File: src/rtl/vga_pkg.sv
// vga_pkg: constants and types shared by the VGA output path.
// Holds the scheduler state codes, bar colours, default geometry and the output bundle.
package vga_pkg;

    localparam int H_ACTIVE_DEF = 640;
    localparam int V_ACTIVE_DEF = 480;
    localparam int BAR_W_DEF    = 80;

    localparam logic [1:0] ST_BAR   = 2'd0;
    localparam logic [1:0] ST_ARM   = 2'd1;
    localparam logic [1:0] ST_CAM   = 2'd2;
    localparam logic [1:0] ST_FAULT = 2'd3;

    localparam logic [15:0] RGB_WHITE   = 16'hFFFF;
    localparam logic [15:0] RGB_YELLOW  = 16'hFFE0;
    localparam logic [15:0] RGB_CYAN    = 16'h07FF;
    localparam logic [15:0] RGB_GREEN   = 16'h07E0;
    localparam logic [15:0] RGB_MAGENTA = 16'hF81F;
    localparam logic [15:0] RGB_RED     = 16'hF800;
    localparam logic [15:0] RGB_BLUE    = 16'h001F;
    localparam logic [15:0] RGB_BLACK   = 16'h0000;

    typedef struct packed {
        logic [15:0] pix;
        logic        de;
        logic        hs;
        logic        vs;
    } vid_out_t;

    function automatic logic [15:0] bar_rgb(input logic [2:0] idx);
        logic [15:0] c;
        unique case (idx)
            3'd0: c = RGB_WHITE;
            3'd1: c = RGB_YELLOW;
            3'd2: c = RGB_CYAN;
            3'd3: c = RGB_GREEN;
            3'd4: c = RGB_MAGENTA;
            3'd5: c = RGB_RED;
            3'd6: c = RGB_BLUE;
            3'd7: c = RGB_BLACK;
        endcase
        return c;
    endfunction

endpackage

File: src/rtl/vga_src_sched_if.sv
// vga_src_sched_if: show-ahead camera FIFO read port.
// master = FIFO side (head word, empty, sof), slave = consumer (pop strobe).
interface vga_src_sched_if;
    logic        iCam_empty;
    logic [15:0] iCam_data;
    logic        iCam_sof;
    logic        oCam_rd;

    modport master (
        output iCam_empty,
        output iCam_data,
        output iCam_sof,
        input  oCam_rd
    );

    modport slave (
        input  iCam_empty,
        input  iCam_data,
        input  iCam_sof,
        output oCam_rd
    );
endinterface

File: src/rtl/vga_bar_pattern.sv
// vga_bar_pattern: combinational column -> RGB565 8-bar test pattern.
// Ports: x_i active-pixel column, rgb_o bar colour (index clamped to 7).
module vga_bar_pattern
    import vga_pkg::*;
#(
    parameter int BAR_W = BAR_W_DEF
) (
    input  logic [11:0] x_i,
    output logic [15:0] rgb_o
);

    logic [2:0] idx;

    // Threshold chain instead of a divider; columns past the last
    // bar saturate at index 7.
    always_comb begin
        idx = 3'd0;
        for (int k = 1; k < 8; k++) begin
            if ({20'd0, x_i} >= 32'(k * BAR_W)) begin
                idx = 3'(k);
            end
        end
    end

    assign rgb_o = bar_rgb(idx);

endmodule

File: src/rtl/vga_src_sched.sv
// vga_src_sched: frame-synchronous source select between test bars and camera FIFO.
// Ports: iCLK/rst, iSel, timing in (iDE, syncs, iCoord_X), cam FIFO port,
// registered video out (oPix, oDE, oH_SYNC, oV_SYNC), oState, oUnderflow_cnt.
module vga_src_sched
    import vga_pkg::*;
#(
    parameter int H_ACTIVE = H_ACTIVE_DEF,
    parameter int V_ACTIVE = V_ACTIVE_DEF,
    parameter int BAR_W    = BAR_W_DEF
) (
    input  logic        iCLK,
    input  logic        rst,
    input  logic        iSel,
    input  logic        iDE,
    input  logic        iH_SYNC,
    input  logic        iV_SYNC,
    input  logic [11:0] iCoord_X,
    vga_src_sched_if.slave cam,
    output logic [15:0] oPix,
    output logic        oDE,
    output logic        oH_SYNC,
    output logic        oV_SYNC,
    output logic [1:0]  oState,
    output logic [7:0]  oUnderflow_cnt
);

    localparam logic [19:0] PIX_TOTAL = 20'(H_ACTIVE * V_ACTIVE);

    logic [1:0]  state_q, state_d;
    logic [19:0] cnt_q, cnt_d;
    logic [7:0]  ucnt_q, ucnt_d;
    logic        vs_prev_q;
    vid_out_t    out_q, out_d;

    logic        fb;
    logic        rd;
    logic        fault;
    logic [15:0] pix;
    logic [15:0] bar;

    vga_bar_pattern #(
        .BAR_W(BAR_W)
    ) u_bar (
        .x_i  (iCoord_X),
        .rgb_o(bar)
    );

    assign fb = vs_prev_q & ~iV_SYNC;

    always_comb begin
        state_d = state_q;
        cnt_d   = cnt_q;
        ucnt_d  = ucnt_q;
        rd      = 1'b0;
        fault   = 1'b0;
        pix     = 16'h0000;
        unique case (state_q)
            ST_BAR: begin
                if (iDE) pix = bar;
                if (fb && iSel) state_d = ST_ARM;
            end
            ST_ARM: begin
                if (iDE) pix = bar;
                // Drain everything ahead of the camera start-of-frame.
                rd = ~cam.iCam_empty & ~cam.iCam_sof;
                if (fb) begin
                    if (!iSel) begin
                        state_d = ST_BAR;
                    end else if (!cam.iCam_empty && cam.iCam_sof) begin
                        state_d = ST_CAM;
                        cnt_d   = '0;
                    end
                end
            end
            ST_CAM: begin
                if (iDE && (cnt_q < PIX_TOTAL)) begin
                    if (cam.iCam_empty ||
                        (cam.iCam_sof && (cnt_q != '0))) begin
                        fault = 1'b1;
                    end else begin
                        rd    = 1'b1;
                        pix   = cam.iCam_data;
                        cnt_d = cnt_q + 20'd1;
                    end
                end
                // A boundary overrides a fault in the same cycle.
                if (fb) begin
                    if (iSel) begin
                        cnt_d = '0;
                    end else begin
                        state_d = ST_BAR;
                    end
                end else if (fault) begin
                    state_d = ST_FAULT;
                    if (ucnt_q != 8'hFF) ucnt_d = ucnt_q + 8'd1;
                end
            end
            ST_FAULT: begin
                if (iDE) pix = bar;
                if (fb) state_d = iSel ? ST_ARM : ST_BAR;
            end
        endcase
    end

    always_comb begin
        out_d.pix = pix;
        out_d.de  = iDE;
        out_d.hs  = iH_SYNC;
        out_d.vs  = iV_SYNC;
    end

    always_ff @(posedge iCLK or posedge rst) begin
        if (rst) begin
            state_q   <= ST_BAR;
            cnt_q     <= '0;
            ucnt_q    <= '0;
            vs_prev_q <= 1'b1;
            out_q     <= '{pix: 16'h0000, de: 1'b0, hs: 1'b1, vs: 1'b1};
        end else begin
            state_q   <= state_d;
            cnt_q     <= cnt_d;
            ucnt_q    <= ucnt_d;
            vs_prev_q <= iV_SYNC;
            out_q     <= out_d;
        end
    end

    assign cam.oCam_rd    = rd;
    assign oPix           = out_q.pix;
    assign oDE            = out_q.de;
    assign oH_SYNC        = out_q.hs;
    assign oV_SYNC        = out_q.vs;
    assign oState         = state_q;
    assign oUnderflow_cnt = ucnt_q;

endmodule

File: src/flat_wrapper.sv
// flat-port wrapper written by rule: the top's interface ports become plain ports
module vga_src_sched_flat import vga_pkg::*;
#(
    parameter int H_ACTIVE = H_ACTIVE_DEF,
    parameter int V_ACTIVE = V_ACTIVE_DEF,
    parameter int BAR_W    = BAR_W_DEF
)
  (iCLK, rst, iSel, iDE, iH_SYNC, iV_SYNC, iCoord_X, oPix, oDE, oH_SYNC, oV_SYNC, oState, oUnderflow_cnt, cam_iCam_empty, cam_iCam_data, cam_iCam_sof, cam_oCam_rd);
  vga_src_sched_if cam_i ();
  input  logic iCLK;
  input  logic rst;
  input  logic iSel;
  input  logic iDE;
  input  logic iH_SYNC;
  input  logic iV_SYNC;
  input  logic [11:0] iCoord_X;
  output logic [15:0] oPix;
  output logic oDE;
  output logic oH_SYNC;
  output logic oV_SYNC;
  output logic [1:0] oState;
  output logic [7:0] oUnderflow_cnt;
  input wire logic [$bits(cam_i.iCam_empty)-1:0] cam_iCam_empty;
  input wire logic [$bits(cam_i.iCam_data)-1:0] cam_iCam_data;
  input wire logic [$bits(cam_i.iCam_sof)-1:0] cam_iCam_sof;
  output wire logic [$bits(cam_i.oCam_rd)-1:0] cam_oCam_rd;
  assign cam_i.iCam_empty = cam_iCam_empty;
  assign cam_i.iCam_data = cam_iCam_data;
  assign cam_i.iCam_sof = cam_iCam_sof;
  assign cam_oCam_rd = cam_i.oCam_rd;
  vga_src_sched #(.H_ACTIVE(H_ACTIVE), .V_ACTIVE(V_ACTIVE), .BAR_W(BAR_W)) u_core (.iCLK(iCLK), .rst(rst), .iSel(iSel), .iDE(iDE), .iH_SYNC(iH_SYNC), .iV_SYNC(iV_SYNC), .iCoord_X(iCoord_X), .cam(cam_i), .oPix(oPix), .oDE(oDE), .oH_SYNC(oH_SYNC), .oV_SYNC(oV_SYNC), .oState(oState), .oUnderflow_cnt(oUnderflow_cnt));
endmodule
File: config.mk
export PLATFORM = sky130hd
export DESIGN_NAME = vga_src_sched_flat
export DESIGN_NICKNAME = d
export VERILOG_FILES = /design/src/rtl/vga_pkg.sv /design/src/rtl/vga_src_sched_if.sv /design/src/rtl/vga_bar_pattern.sv /design/src/rtl/vga_src_sched.sv /design/src/flat_wrapper.sv
export SDC_FILE = /design/constraint.sdc
export NUM_CORES = 1
export LEC_CHECK = 0
export BUFFER_PORTS_ARGS = -buffer_cell sky130_fd_sc_hd__buf_4
export CORE_UTILIZATION = 39
export DETAILED_ROUTE_END_ITERATION = 12
export HOLD_SLACK_MARGIN = 0.03
export PLACE_DENSITY = 0.72
export SLEW_MARGIN = 25
export SYNTH_ARGS = -nofsm -noshare
export SYNTH_HDL_FRONTEND = slang
export SYNTH_SLANG_ARGS = --single-unit
File: constraint.sdc
create_clock -name iCLK -period 2.14 [get_ports iCLK]
set_input_delay 0.321 -clock iCLK [delete_from_list [all_inputs] [get_ports iCLK]]
set_output_delay 0.321 -clock iCLK [all_outputs]
set_load 0.03 [all_outputs]
==> Yosys cells after proc, flatten, opt, wreduce, memory -nomap -nowiden <==
Memory sizes are Yosys's and may differ from the RTL's.
Cells that the tools add are included.
{ "classes": {"add_sub_neg": 2, "order_cmp": 8, "n_eq_ne": 12, "mux": 35, "n_bitwise": 6, "n_reduce_logical": 13} }
{ "ops": {"columns": ["cell", "n"], "rows": [
  ["20-bit 2-to-1 mux", 7],
  ["16-bit 2-to-1 mux", 3],
  ["20-bit case mux with 2 select lines", 1],
  ["12-bit by 9-bit greater-or-equal comparator with 1-bit output (second input constant)", 3],
  ["16-bit case mux with 2 select lines", 1],
  ["12-bit by 8-bit greater-or-equal comparator with 1-bit output (second input constant)", 2],
  ["20-bit by 1-bit adder with 20-bit output (second input constant)", 1],
  ["20-bit by 19-bit < comparator with 1-bit output (second input constant)", 1],
  ["20-bit nonzero test", 1],
  ["3-bit 2-to-1 mux", 6],
  ["2-bit 2-to-1 mux", 8],
  ["12-bit by 10-bit greater-or-equal comparator with 1-bit output (second input constant)", 1],
  ["12-bit by 7-bit greater-or-equal comparator with 1-bit output (second input constant)", 1],
  ["8-bit by 1-bit adder with 8-bit output (second input constant)", 1],
  ["2-bit by 1-bit inequality test with 1-bit output (second input constant)", 4],
  ["8-bit inequality test (second input constant)", 1],
  ["2-bit case mux with 4 select lines", 1],
  ["4-bit AND reduction", 2],
  ["1-bit 2-to-1 mux", 7],
  ["6-bit AND reduction", 1],
  ["2-bit equality test (second input constant)", 2],
  ["1-bit logical AND", 4],
  ["1-bit inverter", 4],
  ["3-bit by 1-bit inequality test with 1-bit output (second input constant)", 1],
  ["11 further kinds", 12]
]} }
{ "word_totals": {"regBits": 49, "romBits": 128, "in_bits": 36, "output_inout_bits": 30, "wordCells": 84, "memories": 1} }
{ "mem_list": {"columns": ["name", "words", "width", "rd", "rd_ports_with_merged_regs", "wr", "line", "text"], "rows": [
  ["(no name shown)", 8, 16, 1, 0, 0, "vga_pkg.sv:32", "unique case (idx)"]
]} }

==> Logic depth before layout (Yosys ltp) <==
An unclocked memory read counts as a cell.
{ "depth": {"depth_word": 11, "ltp_mapped": 9, "mapped_depth_nobuf": 7} }

==> Modules after synthesis <==
Synthesis repeated with hierarchy kept, for this count alone.
{ "unflattened": {"cells_unflattened": 270, "hier_area_um2": 2641.3} }
{ "by_module_without_submodules": {"columns": ["mod", "n_inst", "cells_per_inst", "area_each_um2", "seq_area_each_um2"], "rows": [
  ["vga_src_sched", 1, 237, 2426.1, 1228.7],
  ["vga_bar_pattern", 1, 33, 215.2, 0.0]
]} }

==> Worst setup path before layout <==
Ideal clock, no wire load.
{ "synth_path": {"path_kind": "register to output", "from": "register u_core.cnt_q[0]", "to": "output port cam_oCam_rd", "arrival_ns": 2.029, "path_slack_ns": -0.210, "stages_incl_launch_ff": 9, "cell_sequence": "dfrtp_1 > inv_1 > ha_1 > nor4b_2 > nand3_1 > o22ai_1 > buf_2 > a32oi_1 > nor2b_1"} }
{ "synth_between": {"elab_chain_len": 6, "word_cells_on_any_way": 8, "cone_classes": "order compare (1); mux (3); reduce/logical (4)"} }
{ "synth_lines": {"columns": ["element", "line", "text"], "rows": [
  ["start, declared", "vga_src_sched.sv:30", "logic [19:0] cnt_q, cnt_d;"],
  ["start signal, assigned", "vga_src_sched.sv:121", "cnt_q <= cnt_d;"],
  ["branches (longest 4 deep; another with 20-bit by 19-bit < comparator with 1-bit output)", null, null],
  ["1-bit 2-to-1 mux *", "vga_src_sched.sv:76", "if (iDE && (cnt_q < PIX_TOTAL)) begin"],
  ["1-bit case mux with 2 select lines *", "vga_src_sched.sv:57", "unique case (state_q)"],
  ["end, declared", "flat_wrapper.sv:26", "output wire logic [$bits(cam_i.oCam_rd)-1:0] cam_oCam_rd;"]
]} }
Every way passes the cells marked *.

==> Final worst setup path <==
Same ends and word-level chain as after synthesis.

==> summary.txt <==
Layout
  – Fin nets: 406
  – Finished Core Util: a little under 60%
  – Layout cell share with drive strength beyond 1: between 30 and 40%
  – P&R area growth vs syn: 39.4%
  – # fillers: 562
  – Design area: 3750 um2
  – Final Non-Filler Cells: 439
  – Final antenna diode count: 0

Status
  – Status: completed

Detailed routing
  – DR pass1 iterations: 4
  – Final WL: 6670 um
  – Vias/cell: 5.58
  – Antenna viol nets, final: 0
  – Vias: 2450
  – Routed WL per cell: around 15 um
  – DR DRC count: 0
  – Initial DRC Count: about 200

Timing
  – Slew headroom: 65.8%
  – Unrepaired setup endpoints after global routing: yes
  – Tcrit/Tclk final: 99.8%
  – Peak Freq: 0.468 GHz
  – Worst slew pin tran: slightly above 0.5 ns
  – Minimum clock period: 2.14 ns
  – Final setup vio count: 0
  – Total negative slack: 0 ns
  – Fin. Hold Viols: 0
  – Clock Skew: 0.00767 ns
  – Max-slew violations: 0

Hold path
  – Min-Delay Path Class: input pin to asynchronous set/reset pin

Logic synthesis
  – Largest family of logic cells by synthesized area: simple AND/OR/NAND/NOR gates
  – Post-synthesis mux area share: 1.91%
  – Unique cell type count in the Yosys netlist: between 50 and 60
  – Synth Register Bits: 49
  – Synth Instances: 266
  – Adder-cell share of the synthesized area: 4.19%
  – Post-Syn Area per Cell: 10.1 um2
  – Synth Area in Simple Gates: 23.4%
  – Async S/R FF share, synth: 100%
  – Post-Synth XOR/XNOR Area: 2.28%
  – Post-synthesis compound-gate area fraction: 18.8%
  – Number of flops mapped to enable cells by yosys: 0
  – Synth Cell Area: 2690 um2
  – Register area share after synthesis: 45.7%
  – Ys flop type: dfrtp_1
  – Syn. warnings: 0
  – Synth Net Count: 311

Worst setup path
  – CP required: 1.82 ns
  – WS Path Type: register to output port
  – Startpoint types: register
  – WP data arrival: ~1.8 ns
  – Critical path startpoint: u_core.cnt_q[0]
  – FF-to-FF Start: u_core.cnt_q[14]
  – R2R Path End: u_core.cnt_q[8]
  – Register-to-register setup slack: 0.05 ns
  – Maximum fanout along the worst path: 2
  – Nature of the critical path endpoint: output port
  – Reg2Reg Depth: 6
  – Worst setup endpoint: cam_oCam_rd

Die
  – FP Rows: 29
  – Die width: 85.0 um
  – I/O pin count: 66
  – DIE HEIGHT: 85.0 um
  – Starting Density: approximately two fifths
  – Core Region: 6490 um2
  – Die ar.: 7230 um2

Clock network
  – Clk buf depth: 2
  – CTS tree: built
  – H-tree Lvls: 2
  – Reg clk slew, reported paths: around 0.090 ns
  – # clock sinks: 49
  – Worst-Skew Late Latency: 0.31 ns
  – Hold Buf Count CTS: 0
  – Clock Tree Root: clkbuf_8
  – Total CTS buffers: 5

Placed design
  – # placed instances: 423
  – Placed instance area: 3470 um2
  – Count of input and output buffers: 61
  – Routability cong.: 0.865
  – HPWL Detailed: 4600 um

Global routing
  – First-pass GRT wire length: 10900 um
  – Largest net degree at the start of global routing: 29
  – Vias in the first global route: 2327
  – All-layer global routing usage: 18.8%
  – GRT overflow: 0
  – Initial antenna violation count: 0

Power
  – Worst ir drop on vdd: roughly 560 uV
  – Pwr Density: about 770 nW/um2
  – Leakage power: 1.93 nW

Run
  – # Max-Cap Violations: 0
## final cells by class
| type | count | area [um2] | area share (%) |
|---|---|---|---|
| sequential | 49 | 1230 | 32.9 |
| inverter | 6 | 22.5 | 0.601 |
| clock inverter | 1 | 5.00 | 0.134 |
| clock buffer | 7 | 96.3 | 2.57 |
| multi-input combinational | 197 | 1480 | 39.4 |
| timing repair buffer | 102 | 820 | 21.9 |
| tap | 77 | 96.3 | 2.57 |
## layer usage
| metal | global-route usage, % | wire length, um |
|---|---|---|
| met1 | 24.5 | 3080 |
| met3 | 3.70 | 289 |
| met4 | 5.08 | 97 |
| met5 | 0 | 0 |
| met2 | 32.0 | 3200 |
## Yosys cell counts, drive strengths merged, types with 2 or more instances
cell type  number  area [um2]
nand4b          2        17.5
o311ai          2        17.5
dfstp           2        52.6
nand2          15        63.8
o21ai           6        33.8
a211oi          2        15.0
clkbuf          7        26.3
o21a            2        15.0
a31oi           2        12.5
inv             6        22.5
ha              9         113
mux2i           4        40.0
nor2b           4        25.0
nand2b          8        50.1
nand3          16        80.1
a311oi          2        17.5
buf             7        51.3
xor2            7        61.3
a21o           18         135
and3            7        43.8
nor3            2        10.0
nor4           11        68.8
a21oi          14        70.1
or4            11        82.6
or2             2        12.5
nor4b           2        23.8
o31ai          10        75.1
nand3b          3        22.5
nand4           8        50.1
and2            4        25.0
nor2            7        26.3
dfrtp          47        1180
o211ai          2        15.0
## worst max-delay path: stages (launching register included)
cell	delay [ns]
dfrtp_1	0.41
inv_2	0.08
ha_4	0.12
nor4b_4	0.18
nand3_2	0.13
o22ai_2	0.18
a32oi_2	0.13
nor2b_2	0.13
buf_6	0.13
## where the power goes
group | switching, mW | internal (mW)
clock | 0.317 | 0.293
sequential | 0.0838 | 1.02
combinational | 0.623 | 0.565
total | 1.02 | 1.88
## flip-flops by register name, indices dropped and copies added (netlist names)
signal and count:
u_core.cnt_q 20, u_core.oDE 1, u_core.oH_SYNC 1, u_core.oPix 16, u_core.oState 2, u_core.oUnderflow_cnt 8, u_core.vs_prev_q 1
## cells in the final DEF, fill, tap and decap left out, types with 2 or more instances in the layout
cell type / netlist / routed
a211oi_1: 2 / 2
nand3b_1: 3 / 3
or4_4: 0 / 2
o31ai_1: 10 / 10
nor4_1: 11 / 9
o21ai_0: 5 / 5
ha_1: 9 / 7
inv_2: 0 / 3
buf_4: 2 / 97
dfrtp_2: 0 / 2
nand3_1: 16 / 15
o211ai_1: 2 / 2
nand4b_1: 2 / 2
a21oi_1: 14 / 10
a21oi_2: 0 / 4
nand2b_1: 8 / 8
o311ai_0: 2 / 2
buf_12: 0 / 4
and2_1: 3 / 4
xor2_1: 7 / 7
dfstp_2: 2 / 2
nand4_1: 8 / 8
or2_2: 2 / 2
or4_1: 11 / 9
nand2_1: 14 / 14
nor2_1: 7 / 7
nor3_1: 2 / 2
a21o_1: 18 / 18
clkbuf_8: 0 / 7
and3_1: 7 / 7
nor2b_1: 4 / 3
o21a_1: 2 / 2
a31oi_1: 2 / 2
mux2i_1: 4 / 4
dfrtp_1: 47 / 45
inv_1: 6 / 3
## worst min-delay path by stage
stage          startpoint                       end  slack (ns)  depth (start not counted)
3_3_place_gp          rst  u_core.oUnderflow_cnt[3]        0.39                          2
6_report              rst          u_core.cnt_q[15]        0.04                          2
4_1_cts               rst  u_core.oUnderflow_cnt[4]        0.05                          2
3_5_place_dp          rst  u_core.oUnderflow_cnt[4]        0.39                          2
5_1_grt               rst  u_core.oUnderflow_cnt[4]        0.08                          2
2_1_floorplan     iH_SYNC            u_core.oH_SYNC        0.33                          0
## kinds of logic (layout without fill, tap and decap cells)
family / Yosys count / count (layout)
muxes: 5 / 5
and+or+nand+nor: 105 / 105
DFF: 49 / 49
xor gates and xnor gates: 7 / 7
adders and majority gates: 9 / 9
buffers and inverters: 20 / 116
AOI/OAI and AO/OA: 71 / 71
## stage by stage
step | worst slack (ns) | hold WS, ns | total power [mW]
6_report | 0.00492 | 0.0394 | 2.90
5_1_grt | -0.0913 | 0.0758 | 3.06
4_1_cts | 0.00501 | 0.0530 | 2.77
3_5_place_dp | 0.0205 | 0.390 | 2.16
3_3_place_gp | 0.0439 | 0.390 | 2.14
2_1_floorplan | -0.0759 | 0.325 | 1.70
## timing repair
item,in CTS,in global routing
gates resized for setup,4,21
endpoints found under the setup margin,4,22
pin swaps,3,5
setup buffers,1,7
Power figures use the tool's default switching activity.
